[config.mk]
export PLATFORM = sky130hd
export DESIGN_NAME = id_stage_pipe
export DESIGN_NICKNAME = d
export VERILOG_FILES = /design/src/rtl/id_stage_pipe.sv
export SDC_FILE = /design/constraint.sdc
export NUM_CORES = 2
export LEC_CHECK = 0
export BUFFER_PORTS_ARGS = -buffer_cell sky130_fd_sc_hd__buf_2
export CAP_MARGIN = 20
export CORE_ASPECT_RATIO = 1.25
export CORE_MARGIN = 1.5
export CORE_UTILIZATION = 56
export CTS_CLUSTER_DIAMETER = 100
export DETAILED_ROUTE_END_ITERATION = 12
export PLACE_DENSITY = 0.84
export SETUP_SLACK_MARGIN = 0.1
export SLEW_MARGIN = 20
export SYNTH_ARGS = -nofsm -noshare
export SYNTH_HDL_FRONTEND = slang
export SYNTH_SLANG_ARGS = --single-unit
[constraint.sdc]
create_clock -name clk -period 33.3 [get_ports clk]
set_input_delay 3.33 -clock clk [delete_from_list [all_inputs] [get_ports clk]]
set_output_delay 3.33 -clock clk [all_outputs]
set_load 0.05 [all_outputs]
[src/rtl/id_stage_pipe.sv]
// id_stage_pipe -- instruction-decode stage with integrated ID/EX register.
//
// Reads a 2R/1W register file, extends the 16-bit immediate, detects
// load-use hazards (stall + bubble) and registers every decode result into
// an ID/EX bank with a valid bit. A branch flush kills the instruction in ID.
//
// Parameters:
//   DATA_W (>=32)  datapath width; immediates extend to DATA_W
//   NREGS  (<=32)  architectural registers; r0 and addresses >= NREGS read 0
//
// Ports:
//   clk, rst                    clock, asynchronous active-high reset
//   if_valid, instr, pc_plus4_in  instruction from IF/ID
//   id_mem_read, imm_mode       decoded control for the instruction in ID
//   flush                       branch taken: kill the instruction in ID
//   wb_reg_write/_reg/_data     write-back port
//   stall                       combinational load-use hazard (hold IF/ID, PC)
//   idex_*                      registered decode results
//
// Build option: ID_BYPASS_EN -- when defined, a write-back to the register
// being read in the same cycle is forwarded to the read port (write-through).
// When undefined the read returns the pre-write value.

module id_stage_pipe #(
  parameter int DATA_W = 32,
  parameter int NREGS  = 32
) (
  input  logic              clk,
  input  logic              rst,
  input  logic              if_valid,
  input  logic [31:0]       instr,
  input  logic [DATA_W-1:0] pc_plus4_in,
  input  logic              id_mem_read,
  input  logic [1:0]        imm_mode,
  input  logic              flush,
  input  logic              wb_reg_write,
  input  logic [4:0]        wb_write_reg,
  input  logic [DATA_W-1:0] wb_write_data,
  output logic              stall,
  output logic              idex_valid,
  output logic              idex_mem_read,
  output logic [DATA_W-1:0] idex_rd1,
  output logic [DATA_W-1:0] idex_rd2,
  output logic [DATA_W-1:0] idex_imm,
  output logic [4:0]        idex_rs,
  output logic [4:0]        idex_rt,
  output logic [4:0]        idex_rd,
  output logic [DATA_W-1:0] idex_pc_plus4
);

  // 6 bits so the range check stays meaningful even when NREGS == 32.
  localparam logic [5:0] NREGS_LIM = 6'(NREGS);

  logic [4:0]  rs, rt, rd;
  logic [15:0] imm;

  assign rs  = instr[25:21];
  assign rt  = instr[20:16];
  assign rd  = instr[15:11];
  assign imm = instr[15:0];

  // ---------------------------------------------------------------------
  // Register file. Cleared on reset, so it is built from flops.
  // ---------------------------------------------------------------------
  logic [DATA_W-1:0] rf_reg [NREGS];
  logic              wb_en;

  assign wb_en = wb_reg_write && (wb_write_reg != 5'd0) &&
                 ({1'b0, wb_write_reg} < NREGS_LIM);

  always_ff @(posedge clk or posedge rst) begin
    if (rst) begin
      for (int i = 0; i < NREGS; i++) rf_reg[i] <= '0;
    end else if (wb_en) begin
      rf_reg[wb_write_reg] <= wb_write_data;
    end
  end

  // Two identical read ports: port 0 reads rs, port 1 reads rt.
  logic [4:0]        rd_addr [2];
  logic [DATA_W-1:0] rd_data [2];

  assign rd_addr[0] = rs;
  assign rd_addr[1] = rt;

  generate
    for (genvar gi = 0; gi < 2; gi++) begin : g_rd_port
      logic              in_range;
      logic [DATA_W-1:0] stored;

      assign in_range = (rd_addr[gi] != 5'd0) && ({1'b0, rd_addr[gi]} < NREGS_LIM);
      assign stored   = in_range ? rf_reg[rd_addr[gi]] : '0;

`ifdef ID_BYPASS_EN
      // in_range already excludes r0 and out-of-range addresses, which the
      // write port ignores as well.
      assign rd_data[gi] = (in_range && wb_reg_write && (wb_write_reg == rd_addr[gi]))
                           ? wb_write_data : stored;
`else
      assign rd_data[gi] = stored;
`endif
    end
  endgenerate

  // ---------------------------------------------------------------------
  // Immediate extension. Size casts of signed operands sign-extend.
  // ---------------------------------------------------------------------
  logic [DATA_W-1:0] imm_ext;

  always_comb begin
    imm_ext = DATA_W'($signed(imm));
    case (imm_mode)
      2'b01:   imm_ext = DATA_W'(imm);
      2'b10:   imm_ext = DATA_W'($signed({imm, 16'h0000}));
      default: imm_ext = DATA_W'($signed(imm));
    endcase
  end

  // ---------------------------------------------------------------------
  // Load-use hazard: the load in EX cannot forward in time for ID's use.
  // Depends only on ID/EX register contents and instr, never on itself.
  // ---------------------------------------------------------------------
  assign stall = if_valid && idex_valid && idex_mem_read && (idex_rt != 5'd0) &&
                 ((idex_rt == rs) || (idex_rt == rt));

  // ---------------------------------------------------------------------
  // ID/EX register. Flush and stall both insert a bubble; payload fields
  // hold on a bubble since they are don't-care while valid is 0.
  // ---------------------------------------------------------------------
  always_ff @(posedge clk or posedge rst) begin
    if (rst) begin
      idex_valid    <= 1'b0;
      idex_mem_read <= 1'b0;
      idex_rd1      <= '0;
      idex_rd2      <= '0;
      idex_imm      <= '0;
      idex_rs       <= '0;
      idex_rt       <= '0;
      idex_rd       <= '0;
      idex_pc_plus4 <= '0;
    end else if (flush || stall) begin
      idex_valid    <= 1'b0;
      idex_mem_read <= 1'b0;
    end else begin
      idex_valid    <= if_valid;
      idex_mem_read <= if_valid && id_mem_read;
      idex_rd1      <= rd_data[0];
      idex_rd2      <= rd_data[1];
      idex_imm      <= imm_ext;
      idex_rs       <= rs;
      idex_rt       <= rt;
      idex_rd       <= rd;
      idex_pc_plus4 <= pc_plus4_in;
    end
  end

endmodule

==> results.json <==
{
  "outcome": "completed",
  "grt_max_degree": 160,
  "gp_congestion": 0.835,
  "powerDensity_mw_per_mm2": 63.2,
  "cp-end-kind": "primary output",
  "start_kind": "input pin",
  "rsz0062_at_grt": "no",
  "cts_buffers": 117,
  "post_drt_wl_per_cell_um": 30.7,
  "most-common-layout-cells": "dfrtp_1 (1169), mux2_2 (1012), mux4_2 (506)",
  "worst_ep_required_time_ps": 29970,
  "layout_commonest_cell": "dfrtp_1",
  "clock-skew-final_ps": 39.1,
  "drtIter0Drc": 4370,
  "dp_cells": 5194,
  "p_leak_nw": 28.3,
  "io_buffers": 248,
  "power_frac_comb": 0.211,
  "cts_max_level": 3,
  "ir_drop_mv": 0.0570,
  "finalSetupTns_ps": 0,
  "p_sw_frac": 0.286,
  "fin_util": 0.624,
  "path_buf_inv": 2,
  "gr-usage-met2": 0.488,
  "first_pass_iters": 6,
  "synth_cell_types": 32,
  "largest_reg_flops": 1024,
  "use_met1": 0.398,
  "vias": 38500,
  "die_area_mm2": 0.107,
  "gr-max-usage-layer": "met2",
  "die_width_um": 293,
  "grt_pass1_wl_mm": 250,
  "cts_hold_buf": 0,
  "hold_path_class": "flop to flop",
  "grt_usage": 0.311,
  "setup_viol": 0,
  "synth_seq_area_share": 0.496,
  "grt_pass1_vias": 39861,
  "max_freq_mhz": 120,
  "internal_power_mw": 2.93,
  "finalMaxSlewViolations": 0,
  "synth.ff_latch_count": 1169,
  "seq_power_share": 0.457,
  "finalCriticalPeriod_ps": 8330,
  "synth_nets": 4075,
  "fillCellCount": 7273,
  "cts_root_buf": "clkbuf_16",
  "cts.sinks": 1169,
  "relSlewSlack": 0.202,
  "netSwitchingPower_mw": 1.17,
  "instances_no_fill": 5427,
  "initial_core_util": 0.567,
  "timing.final.crit_share": 0.250,
  "cts_buffer_depth": 3,
  "synthesis.area_mm2": 0.0590,
  "drt_drc_violations_left": 0,
  "path_max_fanout": 89,
  "ant_nets": 0,
  "cts_tree": "built",
  "fp.dieH_um": 366,
  "wl_mm": 167,
  "nets": 4084,
  "clk_latency_ps": 710,
  "rows": 132,
  "clk_pin_slew_ps": 60,
  "syn_to_final_growth_pct": 10.1,
  "maxCapViolations": 0,
  "worstMarginPinSlew_ps": 1190,
  "cp.arrival_ps": 5000,
  "antenna_found_initial": 29,
  "slowest_delay_ps": 570,
  "slowest_stage": "buf_8",
  "coreArea_mm2": 0.104,
  "met3_usage": 0.0831,
  "syn_avg_cell_area_um2": 14.9,
  "drive_gt1_frac": 0.520,
  "crit_chain": "buf_8 > xor2_1 > nor3_1 > a22oi_1 > nor2_1 > buf_2",
  "dpl.hpwl_mm": 96.4,
  "clockPowerShare": 0.332,
  "criticalPathCategory": "input pin to primary output",
  "grt_overflow": 0,
  "crit_family": "buffers and inverters",
  "ctsResizeCount": 0,
  "holdWs_ps": 397,
  "syn_inst": 3964,
  "cts_setup_buffers": 0,
  "pin_count": 255,
  "hold_viol_final": 0,
  "vias_per_cell": 7.09,
  "synth_warnings": 0
}
## layout make-up
| type | instances | area, µm² | share of cell area |
|---|---|---|---|
| clock inverters | 50 | 588 | 0.00906 |
| multi-input cells | 2344 | 28000 | 0.431 |
| diodes | 16 | 40.0 | 0.000617 |
| clock buffers | 167 | 3400 | 0.0523 |
| well taps | 1340 | 1680 | 0.0258 |
| inverters | 10 | 41.3 | 0.000636 |
| repair buffers | 331 | 1940 | 0.0299 |
| flip-flops and latches | 1169 | 29300 | 0.451 |
## metrics by stage
stage	power [mW]	instance area, µm²	worst slack [ps]
final	4.10	64900	24970
after global routing	4.25	64900	24880
after CTS	4.10	64900	24930
after detailed placement	2.74	60900	24890
after global placement	2.69	60900	24910
after floorplan	2.52	59000	13830
## synth_stat cells
library cell / number / area, µm²
mux4_2: 506 / 11400
mux2_2: 1012 / 11400
nand2_1: 197 / 739
o2111ai_2: 1 / 15.0
xor2_1: 10 / 87.6
buf_4: 19 / 143
and2_1: 4 / 25.0
ha_1: 2 / 25.0
nor3b_1: 6 / 45.0
a21oi_1: 135 / 676
nand3b_1: 3 / 22.5
mux2i_1: 18 / 180
nor3_1: 7 / 35.0
a211oi_1: 10 / 75.1
buf_6: 8 / 90.1
buf_1: 57 / 214
o21bai_2: 1 / 11.3
nand3_1: 8 / 40.0
nor2_1: 26 / 97.6
o21ai_0: 109 / 546
dfrtp_1: 1169 / 29300
a22oi_1: 243 / 1820
or4_1: 1 / 7.51
buf_2: 111 / 556
a21o_1: 2 / 15.0
or2_2: 3 / 18.8
clkbuf_1: 246 / 923
nor2b_1: 11 / 68.8
or3b_2: 1 / 8.76
mux2_4: 27 / 405
inv_1: 10 / 37.5
and3_1: 1 / 6.26
## kinds of logic (layout without fill, tap and decap cells)
logic type | Yosys count | in the layout | synth area share
AO/OA/AOI/OAI | 501 | 501 | 0.0536
XOR/XNOR | 10 | 10 | 0.00148
adder cells (fa/ha/maj) | 2 | 2 | 0.000424
buffers and inverters | 451 | 558 | 0.0333
flip-flops | 1169 | 1169 | 0.496
multiplexers | 1563 | 1563 | 0.396
other | 0 | 16 | 0
AND/OR/NAND/NOR | 268 | 268 | 0.0189
## power groups by stage
stage	Combinational, mW	Clock, mW	Sequential, mW
detailed placement	0.858	0	1.89
global placement	0.831	0	1.86
global route	0.915	1.43	1.90
finish	0.866	1.36	1.87
floorplan	0.593	0	1.93
CTS	0.864	1.37	1.86
## worst paths after layout
path / from / endpoint / slack, ps / cells after the start
min in group asynchronous: rst / idex_imm[21]$_DFFE_PP0N_ / 2790 / 2
max in group asynchronous: rst / rf_reg[696]$_DFFE_PP0P_ / 27300 / 5
max reg2reg: idex_rt[1]$_DFFE_PP0N_ / idex_pc_plus4[20]$_DFFE_PP0N_ / 29920 / 7
min reg2reg: rf_reg[1018]$_DFFE_PP0P_ / rf_reg[1018]$_DFFE_PP0P_ / 400 / 0
min: rf_reg[1018]$_DFFE_PP0P_ / rf_reg[1018]$_DFFE_PP0P_ / 400 / 0
max: instr[22] / stall / 24970 / 6
## per-layer routing
metal	wire, µm	vias to the layer above
li1	-	15187
met1	59600	20303
met2	78900	2389
met3	18300	597
met4	9570	24
met5	182	-
Note: power is estimated with default switching activity, not from simulation.
